--- config.mk ---
export PLATFORM = sky130hd
export DESIGN_NAME = pma_region_scanner
export DESIGN_NICKNAME = d
export VERILOG_FILES = /design/src/rtl/pma_region_scanner_pkg.sv /design/src/rtl/pma_rule_match.sv /design/src/rtl/pma_region_scanner.sv
export SDC_FILE = /design/constraint.sdc
export NUM_CORES = 1
export LEC_CHECK = 0
export ABC_AREA = 1
export CORE_MARGIN = 2
export CORE_UTILIZATION = 50
export DETAILED_ROUTE_END_ITERATION = 6
export PLACE_DENSITY = 0.8
export SYNTH_ARGS = -nofsm -noshare
export SYNTH_HDL_FRONTEND = slang
export SYNTH_SLANG_ARGS = --single-unit
--- constraint.sdc ---
create_clock -name clk_i -period 2.41 [get_ports clk_i]
set_clock_uncertainty 0.15 [all_clocks]
set_input_delay 0.482 -clock clk_i [delete_from_list [all_inputs] [get_ports clk_i]]
set_output_delay 0.482 -clock clk_i [all_outputs]
set_load 0.01 [all_outputs]
--- src/rtl/pma_region_scanner_pkg.sv ---
// ============================================================================
//  Module  : pma_region_scanner_pkg
//  Brief   : Configuration type, flag struct and rule helpers for the PMA scanner.
//  Rev     : 1.0
// ============================================================================
`default_nettype none

package pma_region_scanner_pkg;

    typedef struct packed {
        int unsigned   PLEN;
        int unsigned   NrNonIdempotentRules;
        logic [1023:0] NonIdempotentAddrBase;
        logic [1023:0] NonIdempotentLength;
        int unsigned   NrExecuteRegionRules;
        logic [1023:0] ExecuteRegionAddrBase;
        logic [1023:0] ExecuteRegionLength;
        int unsigned   NrCachedRegionRules;
        logic [1023:0] CachedRegionAddrBase;
        logic [1023:0] CachedRegionLength;
    } cva6_cfg_t;

    typedef struct packed {
        logic cacheable;
        logic executable;
        logic nonidempotent;
    } pma_flags_t;

    // A 1024-bit table holds at most 16 rules of 64 bits each.
    localparam int unsigned c_IDX_W = 4;

    localparam cva6_cfg_t c_PMA_DEFAULT_CFG = '{
        PLEN:                  56,
        NrNonIdempotentRules:  2,
        NonIdempotentAddrBase: 1024'({64'h8000_0000, 64'h0}),
        NonIdempotentLength:   '0,
        NrExecuteRegionRules:  3,
        ExecuteRegionAddrBase: 1024'({64'h8000_0000, 64'h1_0000, 64'h0}),
        ExecuteRegionLength:   1024'({64'h4000_0000, 64'h1_0000, 64'h1000}),
        NrCachedRegionRules:   1,
        CachedRegionAddrBase:  1024'(64'h8000_0000),
        CachedRegionLength:    1024'(64'h4000_0000)
    };

    function automatic logic [63:0] get_rule(input logic [1023:0] vec, input logic [c_IDX_W-1:0] idx);
        return vec[{idx, 6'b0} +: 64];
    endfunction

    // The end is formed at 65 bits so a region touching the top of memory never wraps to 0.
    function automatic logic range_hit(input logic [63:0] addr, input logic [63:0] base, input logic [63:0] len);
        logic [64:0] w_end;
        w_end = {1'b0, base} + {1'b0, len};
        return (len != '0) && ({1'b0, base} <= {1'b0, addr}) && ({1'b0, addr} < w_end);
    endfunction

    function automatic int unsigned scan_len(input cva6_cfg_t cfg);
        int unsigned n;
        n = 1;
        if (cfg.NrNonIdempotentRules > n) n = cfg.NrNonIdempotentRules;
        if (cfg.NrExecuteRegionRules > n) n = cfg.NrExecuteRegionRules;
        if (cfg.NrCachedRegionRules > n)  n = cfg.NrCachedRegionRules;
        return n;
    endfunction

endpackage

`default_nettype wire

--- src/rtl/pma_rule_match.sv ---
// ============================================================================
//  Module  : pma_rule_match
//  Brief   : Combinational match of one rule index across all three PMA tables.
//  Rev     : 1.0
// ============================================================================
`default_nettype none

module pma_rule_match
    import pma_region_scanner_pkg::*;
#(
    parameter cva6_cfg_t CVA6_CFG = c_PMA_DEFAULT_CFG
) (
    input  logic [c_IDX_W-1:0] idx,
    input  logic [63:0]        addr,
    output pma_flags_t         hit
);

    // Indices beyond a table's rule count contribute nothing for that table.
    assign hit.nonidempotent = (32'(idx) < CVA6_CFG.NrNonIdempotentRules) &&
        range_hit(addr, get_rule(CVA6_CFG.NonIdempotentAddrBase, idx),
                  get_rule(CVA6_CFG.NonIdempotentLength, idx));

    assign hit.executable = (32'(idx) < CVA6_CFG.NrExecuteRegionRules) &&
        range_hit(addr, get_rule(CVA6_CFG.ExecuteRegionAddrBase, idx),
                  get_rule(CVA6_CFG.ExecuteRegionLength, idx));

    assign hit.cacheable = (32'(idx) < CVA6_CFG.NrCachedRegionRules) &&
        range_hit(addr, get_rule(CVA6_CFG.CachedRegionAddrBase, idx),
                  get_rule(CVA6_CFG.CachedRegionLength, idx));

endmodule

`default_nettype wire

--- src/rtl/pma_region_scanner.sv ---
// ============================================================================
//  Module  : pma_region_scanner
//  Brief   : Sequential PMA classifier walking one rule index per cycle.
//  Rev     : 1.0
// ============================================================================
`default_nettype none

module pma_region_scanner
    import pma_region_scanner_pkg::*;
#(
    parameter cva6_cfg_t   CVA6_CFG = c_PMA_DEFAULT_CFG,
    parameter int unsigned ID_WIDTH = 4
) (
    input  logic                     clk_i,
    input  logic                     rst_i,
    input  logic                     flush_i,
    input  logic                     req_valid_i,
    output logic                     req_ready_o,
    input  logic [CVA6_CFG.PLEN-1:0] req_addr_i,
    input  logic [ID_WIDTH-1:0]      req_id_i,
    output logic                     rsp_valid_o,
    input  logic                     rsp_ready_i,
    output logic [ID_WIDTH-1:0]      rsp_id_o,
    output logic                     rsp_cacheable_o,
    output logic                     rsp_executable_o,
    output logic                     rsp_nonidempotent_o,
    output logic                     busy_o
);

    localparam int unsigned        c_N_SCAN   = scan_len(CVA6_CFG);
    localparam logic [c_IDX_W-1:0] c_LAST_IDX = c_IDX_W'(c_N_SCAN - 1);

    localparam logic [1:0] c_ST_IDLE = 2'd0;
    localparam logic [1:0] c_ST_SCAN = 2'd1;
    localparam logic [1:0] c_ST_RESP = 2'd2;

    logic [1:0]               r_state;
    logic [c_IDX_W-1:0]       r_idx;
    logic [CVA6_CFG.PLEN-1:0] r_addr;
    logic [ID_WIDTH-1:0]      r_id;
    pma_flags_t               r_flags;
    pma_flags_t               w_hit;
    logic                     w_accept;

    pma_rule_match #(
        .CVA6_CFG (CVA6_CFG)
    ) u_rule_match (
        .idx  (r_idx),
        .addr (64'(r_addr)),
        .hit  (w_hit)
    );

    // Ready passes straight through in RESP so a consumed response can overlap the next accept.
    assign req_ready_o = !flush_i &&
                         ((r_state == c_ST_IDLE) || ((r_state == c_ST_RESP) && rsp_ready_i));
    assign w_accept    = req_valid_i && req_ready_o;

    always_ff @(posedge clk_i) begin
        if (rst_i) begin
            r_state <= c_ST_IDLE;
            r_idx   <= '0;
            r_addr  <= '0;
            r_id    <= '0;
            r_flags <= '0;
        end else if (flush_i) begin
            r_state <= c_ST_IDLE;
            r_idx   <= '0;
        end else begin
            case (r_state)
                c_ST_IDLE, c_ST_RESP: begin
                    if (w_accept) begin
                        r_state <= c_ST_SCAN;
                        r_addr  <= req_addr_i;
                        r_id    <= req_id_i;
                        r_flags <= '0;
                        r_idx   <= '0;
                    end else if ((r_state == c_ST_RESP) && rsp_ready_i) begin
                        r_state <= c_ST_IDLE;
                    end
                end
                c_ST_SCAN: begin
                    r_flags <= r_flags | w_hit;
                    if (r_idx == c_LAST_IDX) begin
                        r_state <= c_ST_RESP;
                    end else begin
                        r_idx <= r_idx + 1'b1;
                    end
                end
                default: r_state <= c_ST_IDLE;
            endcase
        end
    end

    assign rsp_valid_o         = (r_state == c_ST_RESP);
    assign busy_o              = (r_state != c_ST_IDLE);
    assign rsp_id_o            = r_id;
    assign rsp_cacheable_o     = r_flags.cacheable;
    assign rsp_executable_o    = r_flags.executable;
    assign rsp_nonidempotent_o = r_flags.nonidempotent;

endmodule

`default_nettype wire

==> results.json <==
{
  "crit_type": "register to register",
  "h-tree-depth": 3,
  "hold_violations": 0,
  "syn-num-nets": 531,
  "fin_crit_ns": 2.18,
  "route.detailed.drc": 0,
  "antenna_cells": 0,
  "place_hpwl_mm": 5.71,
  "maxCapViolCount": 0,
  "die_area_um2": 7090,
  "wl_per_cell_um": 12.4,
  "dr_total_vias": 3087,
  "yosysTopAreaCellShare": 0.423,
  "start_util": 0.513,
  "place.gp.congestion": 0.885,
  "layout_setup_ws_ns": 0.229,
  "grt_use_total": 0.217,
  "die_h_um": 84.2,
  "clock_latency_ns": 0.34,
  "post_dp_cell_area_um2": 4010,
  "cts_root_buf": "clkbuf_8",
  "post_cts_buffers": 0,
  "rsz0062_at_grt": "false",
  "utilization": 0.666,
  "max_freq_mhz": 458,
  "finalSetupViolCount": 0,
  "vias_per_cell": 5.11,
  "clk_pin_slew_ns": 0.07,
  "crit_buf_inv": 3,
  "syn_area_per_cell_um2": 7.12,
  "core_area_um2": 6280,
  "fin_area_um2": 4180,
  "final_cells": 604,
  "grt_pass1_wl_mm": 12.5,
  "cts.sinks": 68,
  "ctsResizeCount": 1,
  "worst_setup_path_end_kind": "register",
  "hold_buffers": 0,
  "hold_path_class": "register to register",
  "whs_path_depth": 2,
  "worst-path-stages": 14,
  "rows": 29,
  "vdd.ir_drop.worst_uv": 359,
  "die_x_um": 84.2,
  "crit_slowest_cell": "dfxtp_2",
  "grt_max_degree": 68,
  "yosys_warnings": 0,
  "cp_max_fo": 5,
  "nNetsFinal": 601,
  "wl_mm": 7.47,
  "grt_pass1_vias": 2940,
  "drive_above_1_share": 0.0702,
  "arrival_ns": 2.27,
  "rr_worst_depth": 14,
  "drtIter0Drc": 155,
  "p_per_area_nw_per_um2": 594,
  "synth_cells": 452,
  "power.leakage_nw": 1.73,
  "synthDistinctLibCells": 27,
  "tritoncts": "built",
  "post-place-ws_ns": -0.00559,
  "slew_violations": 0,
  "io_buffers": 73,
  "status": "finished clean",
  "startpoint_type": "register",
  "grt-ovfl-total": 0,
  "crit_required_ns": 2.49,
  "cts_buffers": 9,
  "ioPinCount": 75,
  "drtPass1Iterations": 4,
  "syn_area_um2": 3220,
  "min_period_over_period": 0.905,
  "worstPathCellList": "inv_1, ha_1, nand2_1, inv_1, ha_1, inv_1, nor2_1, nand3_1, nor2_1, nand3_1, nand2_1, nor2_1, nand3_1, a21oi_1",
  "yosysTopAreaCell": "dfxtp_1",
  "tns_ns": 0,
  "post-place-cells": 588,
  "cp_top_family": "simple AND/OR/NAND/NOR gates",
  "final_antenna_net_count": 0,
  "antenna_found_initial": 0,
  "power_mw": 2.49,
  "slowest_delay_ns": 0.37,
  "whs_ns": 0.300,
  "clk_path_buf_depth": 2,
  "ys_ff_latch": 68,
  "areaGrowthSynthToFinish_pct": 29.9,
  "ys_seq_area_frac": 0.423,
  "yosys-top-cells-area": "dfxtp_1 42%, a21oi_1 10%, nand2_1 8.9%"
}
==> per-layer routing <==
layer / vias to the layer above / global-route usage / wire [um]
li1: 1606 / - / -
met1: 1397 / 0.249 / 3110
met2: 70 / 0.386 / 3860
met3: 14 / 0.0560 / 371
met4: 0 / 0.0850 / 138
met5: - / 0 / 0
==> layout make-up <==
cell class	count	area (um^2)
sequential	68	1360
timing repair buffer	83	817
clock inverter	4	25.0
fill	571	2100
clock buffer	12	145
multi-input combinational	311	1550
inverter	49	184
tap	77	96.3
==> power by group <==
part	switching (mW)	internal, mW
clock	0.414	0.398
combinational	0.237	0.218
sequential	0.0323	1.19
total	0.683	1.80
==> synth_stat cells, drive strengths merged <==
cell type  instances
dfxtp             68
nand4              4
and3               1
a21oi             69
a221oi             1
conb               1
and2               1
nor2              55
buf               14
nand3             50
inv               49
nor3               6
nand3b             1
or2                1
clkbuf            10
nand2             78
o21ai             29
ha                14
==> flip-flops by register name, summed over array words and instances (netlist names) <==
name / count
r_state: 2
rsp_cacheable_o: 1
r_idx: 4
rsp_id_o: 4
rsp_executable_o: 1
r_addr: 56
==> worst paths after layout <==
kind                    from          endpoint  slack (ns)
max reg2reg         r_idx[0]  rsp_executable_o        0.23
max                 r_idx[0]  rsp_executable_o        0.23
min          rsp_cacheable_o   rsp_cacheable_o        0.30
min reg2reg  rsp_cacheable_o   rsp_cacheable_o        0.30
==> placed cells by master, fill, tap and decap left out, drive strengths merged, types with 4 or more instances in the layout <==
cell,count
nand2,78
o21ai,29
nor3,6
inv,49
clkbuf,12
nand3,50
nand4,4
nor2,55
buf,10
ha,14
dfxtp,68
a21oi,69
clkdlybuf4s50,72
==> logic make-up after synthesis <==
kind of cell | after synthesis | synth area share
AO/OA/AOI/OAI | 99 | 0.162
adder cells (fa/ha/maj) | 14 | 0.0544
buffers and inverters | 73 | 0.0949
flip-flops | 68 | 0.423
other | 1 | 0.00117
AND/OR/NAND/NOR | 197 | 0.265
==> worst register-to-register path, cell delays in order, from the launching register on <==
cell and delay [ns]:
dfxtp_2 0.37, inv_1 0.10, ha_1 0.22, nand2_1 0.12, inv_1 0.10, ha_1 0.30
inv_1 0.04, nor2_1 0.17, nand3_1 0.10, nor2_1 0.10, nand3_1 0.07, nand2_1 0.07
nor2_1 0.04, nand3_1 0.08, a21oi_1 0.06
Power figures use the tool's default switching activity.
